## src/rtl/reg_writeback_queue.sv

```systemverilog
// Register-file write queue: buffers result-stage writes, issues one per cycle to the
// register file write port, and offers two combinational bypass lookups over pending writes.
module reg_writeback_queue #(
  parameter int unsigned DEPTH  = 4,
  parameter int unsigned ADDR_W = 5,
  parameter int unsigned DATA_W = 32
) (
  input  logic                     clock_in,
  input  logic                     rst,
  input  logic                     in_valid,
  output logic                     in_ready,
  input  logic [ADDR_W-1:0]        in_reg,
  input  logic [DATA_W-1:0]        in_data,
  input  logic                     hold,
  output logic                     regWrite,
  output logic [ADDR_W-1:0]        writeReg,
  output logic [DATA_W-1:0]        writeData,
  input  logic [ADDR_W-1:0]        lk_reg1,
  input  logic [ADDR_W-1:0]        lk_reg2,
  output logic                     lk_hit1,
  output logic                     lk_hit2,
  output logic [DATA_W-1:0]        lk_data1,
  output logic [DATA_W-1:0]        lk_data2,
  output logic [$clog2(DEPTH):0]   count,
  output logic                     empty
);

  localparam int unsigned PW = (DEPTH > 1) ? $clog2(DEPTH) : 1;
  localparam int unsigned CW = $clog2(DEPTH) + 1;

  logic [ADDR_W-1:0] mem_reg_q  [DEPTH];
  logic [DATA_W-1:0] mem_data_q [DEPTH];
  logic [PW-1:0]     wr_ptr_q, rd_ptr_q;
  logic [CW-1:0]     count_q;
  logic              regwrite_q;
  logic [ADDR_W-1:0] writereg_q;
  logic [DATA_W-1:0] writedata_q;
  logic              accept, push, pop;

  assign in_ready = rst && (count_q < CW'(DEPTH));
  assign accept   = in_valid && in_ready;
  // Writes to register 0 complete the handshake but are dropped.
  assign push     = accept && (in_reg != '0);
  assign pop      = !hold && (count_q != '0);

  always_ff @(posedge clock_in) begin
    if (!rst) begin
      wr_ptr_q    <= '0;
      rd_ptr_q    <= '0;
      count_q     <= '0;
      regwrite_q  <= 1'b0;
      writereg_q  <= '0;
      writedata_q <= '0;
    end else begin
      if (push) wr_ptr_q <= wr_ptr_q + PW'(1);
      if (pop) begin
        rd_ptr_q    <= rd_ptr_q + PW'(1);
        writereg_q  <= mem_reg_q[rd_ptr_q];
        writedata_q <= mem_data_q[rd_ptr_q];
      end
      regwrite_q <= pop;
      if (push && !pop) begin
        count_q <= count_q + CW'(1);
      end else if (!push && pop) begin
        count_q <= count_q - CW'(1);
      end
    end
  end

  always_ff @(posedge clock_in) begin
    if (push) begin
      mem_reg_q[wr_ptr_q]  <= in_reg;
      mem_data_q[wr_ptr_q] <= in_data;
    end
  end

  // Scan oldest to youngest so the youngest matching entry wins; issue stage is lowest priority.
  always_comb begin
    lk_hit1  = regwrite_q && (writereg_q == lk_reg1);
    lk_data1 = lk_hit1 ? writedata_q : '0;
    lk_hit2  = regwrite_q && (writereg_q == lk_reg2);
    lk_data2 = lk_hit2 ? writedata_q : '0;
    for (int unsigned i = 0; i < DEPTH; i++) begin
      if ((CW'(i) < count_q) && (mem_reg_q[rd_ptr_q + PW'(i)] == lk_reg1)) begin
        lk_hit1  = 1'b1;
        lk_data1 = mem_data_q[rd_ptr_q + PW'(i)];
      end
      if ((CW'(i) < count_q) && (mem_reg_q[rd_ptr_q + PW'(i)] == lk_reg2)) begin
        lk_hit2  = 1'b1;
        lk_data2 = mem_data_q[rd_ptr_q + PW'(i)];
      end
    end
    if (lk_reg1 == '0) begin
      lk_hit1  = 1'b0;
      lk_data1 = '0;
    end
    if (lk_reg2 == '0) begin
      lk_hit2  = 1'b0;
      lk_data2 = '0;
    end
  end

  assign regWrite  = regwrite_q;
  assign writeReg  = writereg_q;
  assign writeData = writedata_q;
  assign count     = count_q;
  assign empty     = (count_q == '0) && !regwrite_q;

endmodule

```

## config.mk

```make
export PLATFORM = sky130hd
export DESIGN_NAME = reg_writeback_queue
export DESIGN_NICKNAME = d
export VERILOG_FILES = /design/src/rtl/reg_writeback_queue.sv
export SDC_FILE = /design/constraint.sdc
export NUM_CORES = 1
export LEC_CHECK = 0
export CORE_ASPECT_RATIO = 1.75
export CORE_MARGIN = 2
export CORE_UTILIZATION = 51
export CTS_BUF_LIST = sky130_fd_sc_hd__clkbuf_8
export DETAILED_ROUTE_END_ITERATION = 10
export PLACE_DENSITY = 0.74
export SLEW_MARGIN = 15
export SYNTH_ARGS = -nofsm -noshare
export SYNTH_HDL_FRONTEND = slang
export SYNTH_SLANG_ARGS = --single-unit
export TNS_END_PERCENT = 10
```

## constraint.sdc

```tcl
create_clock -name clock_in -period 7.3 [get_ports clock_in]
set_clock_uncertainty 0.15 [all_clocks]
set_input_delay 1.095 -clock clock_in [delete_from_list [all_inputs] [get_ports clock_in]]
set_output_delay 1.095 -clock clock_in [all_outputs]
set_load 0.02 [all_outputs]
```

==> summary.json, run 1 <==
{
  "slowest_stage": {"value": "sky130_fd_sc_hd__dfxtp_4"},
  "layout_worst_path_cycle_share": {"value": 84.2, "unit": "%"},
  "worst_pin_slew": {"value": 1.03, "unit": "ns"},
  "totalPowerFinal": {"value": 4.41, "unit": "mW"},
  "net_switching": {"value": 1.74, "unit": "mW"},
  "final_total_negative_setup_slack": {"value": 0, "unit": "ns"},
  "synthesis.instances": {"value": 1007},
  "detail_route.wirelength": {"value": 38200, "unit": "um"},
  "synth_most_common_cell": {"value": "sky130_fd_sc_hd__edfxtp_1"},
  "overflow": {"value": 0},
  "timing.critical_path.cells": {"value": "mux4_2 > xnor2_1 > nand4_1 > or2_1 > nor2_2 > buf_4 > a22oi_1 > o211ai_1 > clkdlybuf4s50_1"},
  "post_synth.cell_area_avg": {"value": 12.7, "unit": "um^2"},
  "finalWorstSetupSlack": {"value": 1.15, "unit": "ns"},
  "async_flop_share": {"value": 0, "unit": "%"},
  "detail_route.drc_violations": {"value": 0},
  "cts_max_path_buffers": {"value": 2},
  "grt_first_pass_wirelength": {"value": 57000, "unit": "um"},
  "synth.top_cell.area_share": {"value": 34.7, "unit": "%"},
  "drive_gt1_share": {"value": 21.0, "unit": "%"},
  "yosysSeqAreaShare": {"value": 42.0, "unit": "%"},
  "crit_path_max_incr_delay": {"value": 0.76, "unit": "ns"},
  "cts.htree.levels": {"value": 4},
  "synth_flop_cell": {"value": "sky130_fd_sc_hd__edfxtp_1"},
  "timing.final.setup_violations": {"value": 0},
  "ys.warnings.count": {"value": 0},
  "fp.dieArea": {"value": 26500, "unit": "um^2"},
  "post-route-util": {"value": 60.6, "unit": "%"},
  "intPower": {"value": 2.68, "unit": "mW"},
  "post-cts-setup-buffers": {"value": 0},
  "pre_cts_slack": {"value": 1.49, "unit": "ns"},
  "clock_power_share": {"value": 16.0, "unit": "%"},
  "min_period": {"value": 6.15, "unit": "ns"},
  "cellPowerDensity": {"value": 296, "unit": "nW/um^2"},
  "worstSetupStartpoint": {"value": "rd_ptr_q[1]"},
  "instances_no_fill": {"value": 1436},
  "clkTransAtPathRegs": {"value": 0.09, "unit": "ns"},
  "power.share.combinational": {"value": 49.4, "unit": "%"},
  "max_freq": {"value": 163, "unit": "MHz"},
  "tritoncts_buffer_count": {"value": 17},
  "grt_antenna_before_repair": {"value": 2},
  "largest_net_degree_at_the_start_of_global_routing": {"value": 71},
  "post_cts_resize_count": {"value": 0},
  "global_route.usage.total": {"value": 29.4, "unit": "%"},
  "max_cap_violations": {"value": 0},
  "clk_lat_worst_skew": {"value": 0.50, "unit": "ns"},
  "arrival": {"value": 4.90, "unit": "ns"},
  "cp-start-kind": {"value": "flip-flop"},
  "criticalPathCategory": {"value": "flip-flop to primary output"},
  "grt_pass1_vias": {"value": 9973},
  "yosys_register_bits": {"value": 195},
  "cp_top_family": {"value": "simple AND/OR/NAND/NOR gates"},
  "dp_cells": {"value": 1402},
  "post_cts_hold_buffer_count": {"value": 0},
  "static-leakage-power": {"value": 4.53, "unit": "nW"},
  "drt_first_iter_violations": {"value": 1007},
  "initial_utilization": {"value": 52.0, "unit": "%"},
  "critPathMaxFanout": {"value": 44},
  "postSynthNetCount": {"value": 1067},
  "synth.area.top_cells": {"value": "sky130_fd_sc_hd__edfxtp_1 35%, sky130_fd_sc_hd__mux4_2 25%, sky130_fd_sc_hd__dfxtp_1 7.3%, sky130_fd_sc_hd__nand2_1 3.1%, sky130_fd_sc_hd__a22oi_1 2.9%"},
  "drt-wirelength-per-cell": {"value": 26.6, "unit": "um"},
  "power.switching_fraction": {"value": 39.4, "unit": "%"},
  "finalHoldViolations": {"value": 0},
  "run_status": {"value": "completed"},
  "worstHoldStart": {"value": "writeData[26]"},
  "cts.root.buffer_cell": {"value": "sky130_fd_sc_hd__clkbuf_8"},
  "critPathCaptureType": {"value": "primary output"},
  "seqPwrFrac": {"value": 34.6, "unit": "%"},
  "final_max_slew_viol_count": {"value": 0},
  "rsz0062_at_grt": {"value": "no"},
  "numPortBuffers": {"value": 159},
  "floorplan.rows": {"value": 76},
  "edff_count_synth": {"value": 148},
  "clock-sinks": {"value": 195},
  "r2r.worst_path.cells": {"value": 5},
  "design.final.nets": {"value": 1169},
  "die_w": {"value": 124, "unit": "um"},
  "crit_required": {"value": 6.05, "unit": "ns"},
  "synth.largest_area_cell": {"value": "sky130_fd_sc_hd__edfxtp_1"},
  "cp.depth": {"value": 9},
  "areaGrowthSynthToFinish": {"value": 16.5, "unit": "%"},
  "hold_class": {"value": "flip-flop to flip-flop"},
  "netlist_area": {"value": 12800, "unit": "um^2"},
  "max-vdd-ir-drop": {"value": 0.265, "unit": "mV"},
  "first_pass_iters": {"value": 5},
  "min_delay_path_depth": {"value": 2},
  "io-pin-count": {"value": 160},
  "drtAntennaViolNets": {"value": 0},
  "netlist-cell-type-count": {"value": 54},
  "vias_per_cell": {"value": 7.05},
  "core-area": {"value": 24600, "unit": "um^2"},
  "route.vias.total": {"value": 10124},
  "timing.max_slew.rel_slack": {"value": 31.4, "unit": "%"},
  "post_synth_most_frequent_cells": {"value": "148 x sky130_fd_sc_hd__edfxtp_1, 145 x sky130_fd_sc_hd__mux4_2, 107 x sky130_fd_sc_hd__nand2_1"},
  "buffer_and_inverter_count_on_the_worst_path": {"value": 2},
  "post-dp-hpwl": {"value": 25000, "unit": "um"},
  "gp_congestion": {"value": 0.941},
  "floorplan.die.height": {"value": 214, "unit": "um"},
  "r2r-start": {"value": "count[2]"},
  "cts_tree": {"value": "yes"}
}
-- power groups by stage --
| stage | combinational (mW) | clock (mW) | sequential (mW) |
|---|---|---|---|
| after global placement | 2.15 | 0 | 1.54 |
| final | 2.18 | 0.704 | 1.53 |
| after CTS | 2.17 | 0.707 | 1.53 |
| after detailed placement | 2.17 | 0 | 1.55 |
| after global routing | 2.32 | 0.756 | 1.55 |
| after floorplan | 1.54 | 0 | 1.51 |
-- flip-flops by register name (all words and copies together) (netlist names), named ones only --
register    cells
wr_ptr_q        2
writeReg        5
rd_ptr_q        2
mem_reg_q      20
mem_data_q    128
writeData      32
count           3
regWrite        1
-- path summary, 6_finish.rpt --
kind	slack, ns	end
max reg2reg	4.19	mem_data_q[1][29]
min	0.37	writeData[26]
min reg2reg	0.37	writeData[26]
max	1.15	lk_data1[9]
-- cells by family (layout without fill, tap and decap cells) --
| logic type | count (synthesis) | after routing | synth area share [%] |
|---|---|---|---|
| AOI/OAI and AO/OA | 262 | 262 | 14.2 |
| xor gates and xnor gates | 55 | 55 | 3.76 |
| adders and majority gates | 9 | 9 | 0.879 |
| buffers and inverters | 108 | 223 | 4.07 |
| DFF | 195 | 195 | 42.0 |
| muxes | 150 | 150 | 26.0 |
| other | 0 | 2 | 0 |
| and+or+nand+nor | 228 | 228 | 9.08 |
-- through the flow --
stage | instance area [um^2] | hold slack (ns)
finish | 14900 | 0.374
global route | 14900 | 0.397
CTS | 14900 | 0.374
detailed placement | 14500 | 0.357
global placement | 14500 | 0.346
floorplan | 12800 | 0.378
-- worst register-to-register path, cell delays in order, from the launching register on --
cell and delay (ns):
sky130_fd_sc_hd__dfxtp_1 0.45, sky130_fd_sc_hd__nor2b_1 0.20, sky130_fd_sc_hd__nand2_1 0.11, sky130_fd_sc_hd__a21oi_1 0.73
sky130_fd_sc_hd__and2_2 0.61, sky130_fd_sc_hd__buf_4 0.50
-- cell usage in the layout (no fill, tap or decap), drive strengths merged, types with 15 or more instances in the layout --
cell type        n
a21boi          38
nor2            29
o211ai          21
clkdlybuf4s50  159
xor2            15
buf             25
and3            31
a21oi           26
mux4           146
a221o           31
edfxtp         148
a22oi           49
clkbuf          18
dfxtp           47
xnor2           40
o21ai           62
nand2          107
-- per-layer routing --
metal / part of all wire, % / track usage [%] / vias to the layer above
met5: 0 / 0 / -
met4: 6.5 / 19.5 / 0
met3: 9.1 / 5.96 / 175
met2: 51 / 49.2 / 689
met1: 34 / 33.8 / 4997
li1: - / - / 4263
-- cell type report --
| type | count | area, um^2 |
|---|---|---|
| Clock buffer | 18 | 248 |
| Fill cell | 1913 | 9700 |
| Sequential cell | 195 | 5400 |
| Timing Repair Buffer | 184 | 1780 |
| Inverter | 7 | 26.3 |
| Clock inverter | 14 | 138 |
| Antenna cell | 2 | 5.00 |
| Multi-Input combinational cell | 704 | 6950 |
| Tap cell | 312 | 390 |
No activity file was read; power rests on OpenSTA's default activity.
==> inputs of run 2 (changes only) <==
- clock period: 7.3 -> 6.21 ns (I/O delays scaled with it)
==> run 2 against run 1 <==
Cell count grew 0.35%. Power grew 18%. Count of clock-buffer cells in the layout shrank 1.
==> summary.json, run 2 (synthesis results as in run 1) <==
{
  "run_status": {"value": "completed", "change": "unchanged"},
  "first_pass_iters": {"value": 7, "change": "was 5"},
  "largest_register_ffs": {"value": 128, "change": "unchanged"},
  "totalPowerFinal": {"value": 5.22, "unit": "mW", "change": "was 4.41 mW"},
  "criticalPathCategory": {"value": "primary input to primary output", "change": "was flip-flop to primary output"},
  "design.final.nets": {"value": 1172, "change": "was 1169"},
  "areaGrowthSynthToFinish": {"value": 16.9, "unit": "%", "change": "was 16.5%"},
  "fp.dieArea": {"value": 26500, "unit": "um^2", "change": "unchanged"},
  "static-leakage-power": {"value": 4.54, "unit": "nW", "change": "was 4.53 nW"},
  "die_w": {"value": 124, "unit": "um", "change": "unchanged"},
  "largest_net_degree_at_the_start_of_global_routing": {"value": 55, "change": "was 71"},
  "max_freq": {"value": 181, "unit": "MHz"},
  "hold_path_end": {"value": "writeData[4]", "change": "was writeData[26]"},
  "critical_path.reg2reg.endpoint": {"value": "mem_data_q[0][18]", "change": "was mem_data_q[1][29]"},
  "route.vias.total": {"value": 10262, "change": "was 10124"},
  "hold_class": {"value": "flip-flop to flip-flop", "change": "unchanged"},
  "min_delay_path_depth": {"value": 2, "change": "unchanged"},
  "cp-start-kind": {"value": "primary input", "change": "was flip-flop"},
  "r2r.worst_path.cells": {"value": 5, "change": "unchanged"},
  "max-vdd-ir-drop": {"value": 0.188, "unit": "mV", "change": "was 0.265 mV"},
  "drt-wirelength-per-cell": {"value": 26.8, "unit": "um", "change": "was 26.6 um"},
  "postPlaceCellArea": {"value": 14600, "unit": "um^2", "change": "was 14500 um^2"},
  "drive_gt1_share": {"value": 21.2, "unit": "%", "change": "was 21.0%"},
  "grt_first_pass_wirelength": {"value": 58300, "unit": "um", "change": "was 57000 um"},
  "drt_first_iter_violations": {"value": 1220, "change": "was 1007"},
  "cellPowerDensity": {"value": 348, "unit": "nW/um^2", "change": "was 296 nW/um^2"},
  "dp_cells": {"value": 1405, "change": "was 1402"},
  "post-dp-hpwl": {"value": 25900, "unit": "um", "change": "was 25000 um"},
  "critPathCaptureType": {"value": "primary output", "change": "unchanged"},
  "floorplan.die.height": {"value": 214, "unit": "um", "change": "unchanged"},
  "grt_pass1_vias": {"value": 10193, "change": "was 9973"},
  "largest-register": {"value": "mem_data_q", "change": "unchanged"},
  "final_total_negative_setup_slack": {"value": 0, "unit": "ns", "change": "unchanged"},
  "initial_utilization": {"value": 52.0, "unit": "%", "change": "unchanged"},
  "layout_worst_path_cycle_share": {"value": 88.7, "unit": "%"},
  "cts.root.buffer_cell": {"value": "sky130_fd_sc_hd__clkbuf_8", "change": "unchanged"},
  "r2r-start": {"value": "count[2]", "change": "unchanged"},
  "gp_congestion": {"value": 0.906, "change": "was 0.941"},
  "core-area": {"value": 24600, "unit": "um^2", "change": "unchanged"},
  "critPathMaxFanout": {"value": 17, "change": "was 44"},
  "io-pin-count": {"value": 160, "change": "unchanged"},
  "arrival": {"value": 4.43, "unit": "ns", "change": "was 4.90 ns"},
  "worst_pin_slew": {"value": 1.00, "unit": "ns", "change": "was 1.03 ns"},
  "post-cts-setup-buffers": {"value": 0, "change": "unchanged"},
  "tritoncts_buffer_count": {"value": 17, "change": "unchanged"},
  "mostFrequentLayoutCells": {"value": "159 x sky130_fd_sc_hd__clkdlybuf4s50_1, 148 x sky130_fd_sc_hd__edfxtp_1, 145 x sky130_fd_sc_hd__mux4_2, 107 x sky130_fd_sc_hd__nand2_1, 51 x sky130_fd_sc_hd__o21ai_0", "change": "unchanged"},
  "rsz0062_at_grt": {"value": "no", "change": "unchanged"},
  "max_cap_violations": {"value": 0, "change": "unchanged"},
  "global_route.usage.total": {"value": 30.1, "unit": "%", "change": "was 29.4%"},
  "cts_max_path_buffers": {"value": 2, "change": "unchanged"},
  "timing.final.setup_violations": {"value": 0, "change": "unchanged"},
  "reg2reg_slack": {"value": 2.96, "unit": "ns", "change": "was 4.19 ns"},
  "cts_tree": {"value": "yes", "change": "unchanged"},
  "detail_route.wirelength": {"value": 38600, "unit": "um", "change": "was 38200 um"},
  "post_cts_hold_buffer_count": {"value": 0, "change": "unchanged"},
  "hold_slack": {"value": 0.361, "unit": "ns", "change": "was 0.374 ns"},
  "worstHoldStart": {"value": "writeData[4]", "change": "was writeData[26]"},
  "overflow": {"value": 0, "change": "unchanged"},
  "drtAntennaViolNets": {"value": 0, "change": "unchanged"},
  "clk_lat_worst_skew": {"value": 0.50, "unit": "ns", "change": "about the same"},
  "final_cell_area": {"value": 15000, "unit": "um^2", "change": "was 14900 um^2"},
  "clock-sinks": {"value": 195, "change": "unchanged"},
  "timing.max_slew.rel_slack": {"value": 33.3, "unit": "%", "change": "was 31.4%"},
  "final_max_slew_viol_count": {"value": 0, "change": "unchanged"},
  "grt_antenna_before_repair": {"value": 4, "change": "was 2"},
  "vias_per_cell": {"value": 7.12, "change": "was 7.05"},
  "layout_commonest_cell": {"value": "sky130_fd_sc_hd__clkdlybuf4s50_1", "change": "unchanged"},
  "post_cts_resize_count": {"value": 0, "change": "unchanged"},
  "clkTransAtPathRegs": {"value": 0.10, "unit": "ns", "change": "was 0.09 ns"},
  "instances_no_fill": {"value": 1441, "change": "was 1436"},
  "crit_required": {"value": 5.13, "unit": "ns", "change": "was 6.05 ns"},
  "detail_route.drc_violations": {"value": 0, "change": "unchanged"},
  "floorplan.rows": {"value": 76, "change": "unchanged"},
  "min_period": {"value": 5.51, "unit": "ns"},
  "numPortBuffers": {"value": 159, "change": "unchanged"},
  "cts.htree.levels": {"value": 4, "change": "unchanged"},
  "finalHoldViolations": {"value": 0, "change": "unchanged"}
}
==> run 2: area by class of cell <==
type	instances	area, um^2
repair buffers	187	1810
multi-input cells	704	6950
diodes	4	10.0
inverters	7	26.3
flip-flops and latches	195	5400
clock inverters	15	156
well taps	312	390
clock buffers	17	234
fillers	1910	9650
==> run 2: through the flow <==
| stage | utilization (%) | worst slack [ns] |
|---|---|---|
| after floorplan | - | 2.19 |
| after detailed placement | 59.2 | 0.785 |
| after global placement | 59.2 | 0.774 |
| after global routing | 60.8 | 0.571 |
| final | 60.8 | 0.699 |
| after CTS | 60.8 | 0.784 |
==> run 2: worst max path at each step <==
stage                 from      endpoint  slack (ns)  cells past startpoint
4_1_cts         lk_reg2[4]   lk_data2[8]        0.78                     10
5_1_grt        rd_ptr_q[1]  lk_data1[31]        0.57                      7
2_1_floorplan   lk_reg2[1]  lk_data2[10]        2.19                      9
6_report        lk_reg2[1]  lk_data2[10]        0.70                     10
3_5_place_dp    lk_reg2[4]   lk_data2[8]        0.78                     10
3_3_place_gp    lk_reg2[1]   lk_data2[8]        0.77                     10
==> run 2: critical path, stage by stage <==
cell,delay [ns]
sky130_fd_sc_hd__clkdlybuf4s50_1,0.57
sky130_fd_sc_hd__xor2_1,0.21
sky130_fd_sc_hd__nor4_1,0.29
sky130_fd_sc_hd__nand3_1,0.15
sky130_fd_sc_hd__o21ba_2,0.61
sky130_fd_sc_hd__buf_4,0.38
sky130_fd_sc_hd__a221o_1,0.19
sky130_fd_sc_hd__o21ai_0,0.08
sky130_fd_sc_hd__o21ai_0,0.32
sky130_fd_sc_hd__clkdlybuf4s50_1,0.67
==> run 2: layer usage <==
layer	vias to the layer above	part of all wire (%)	track usage, %
met3	193	8.5	5.43
met2	715	51	50.9
met1	5080	33	33.9
met4	0	7.4	21.0
met5	-	0	0
li1	4274	-	-
==> run 2: power by group <==
| part | leakage (nW) | switching, mW | total (mW) | internal, mW |
|---|---|---|---|---|
| combinational | 2.62 | 1.41 | 2.64 | 1.23 |
| sequential | 1.73 | 0.196 | 1.75 | 1.56 |
| clock | 0.191 | 0.467 | 0.827 | 0.360 |
| total | 4.54 | 2.07 | 5.22 | 3.14 |
==> inputs of run 3 (changes only) <==
- SKIP_LAST_GASP: not set -> 1
==> results of run 3 <==
No change in the layout: final DEF, timing and power equal those of run 2.
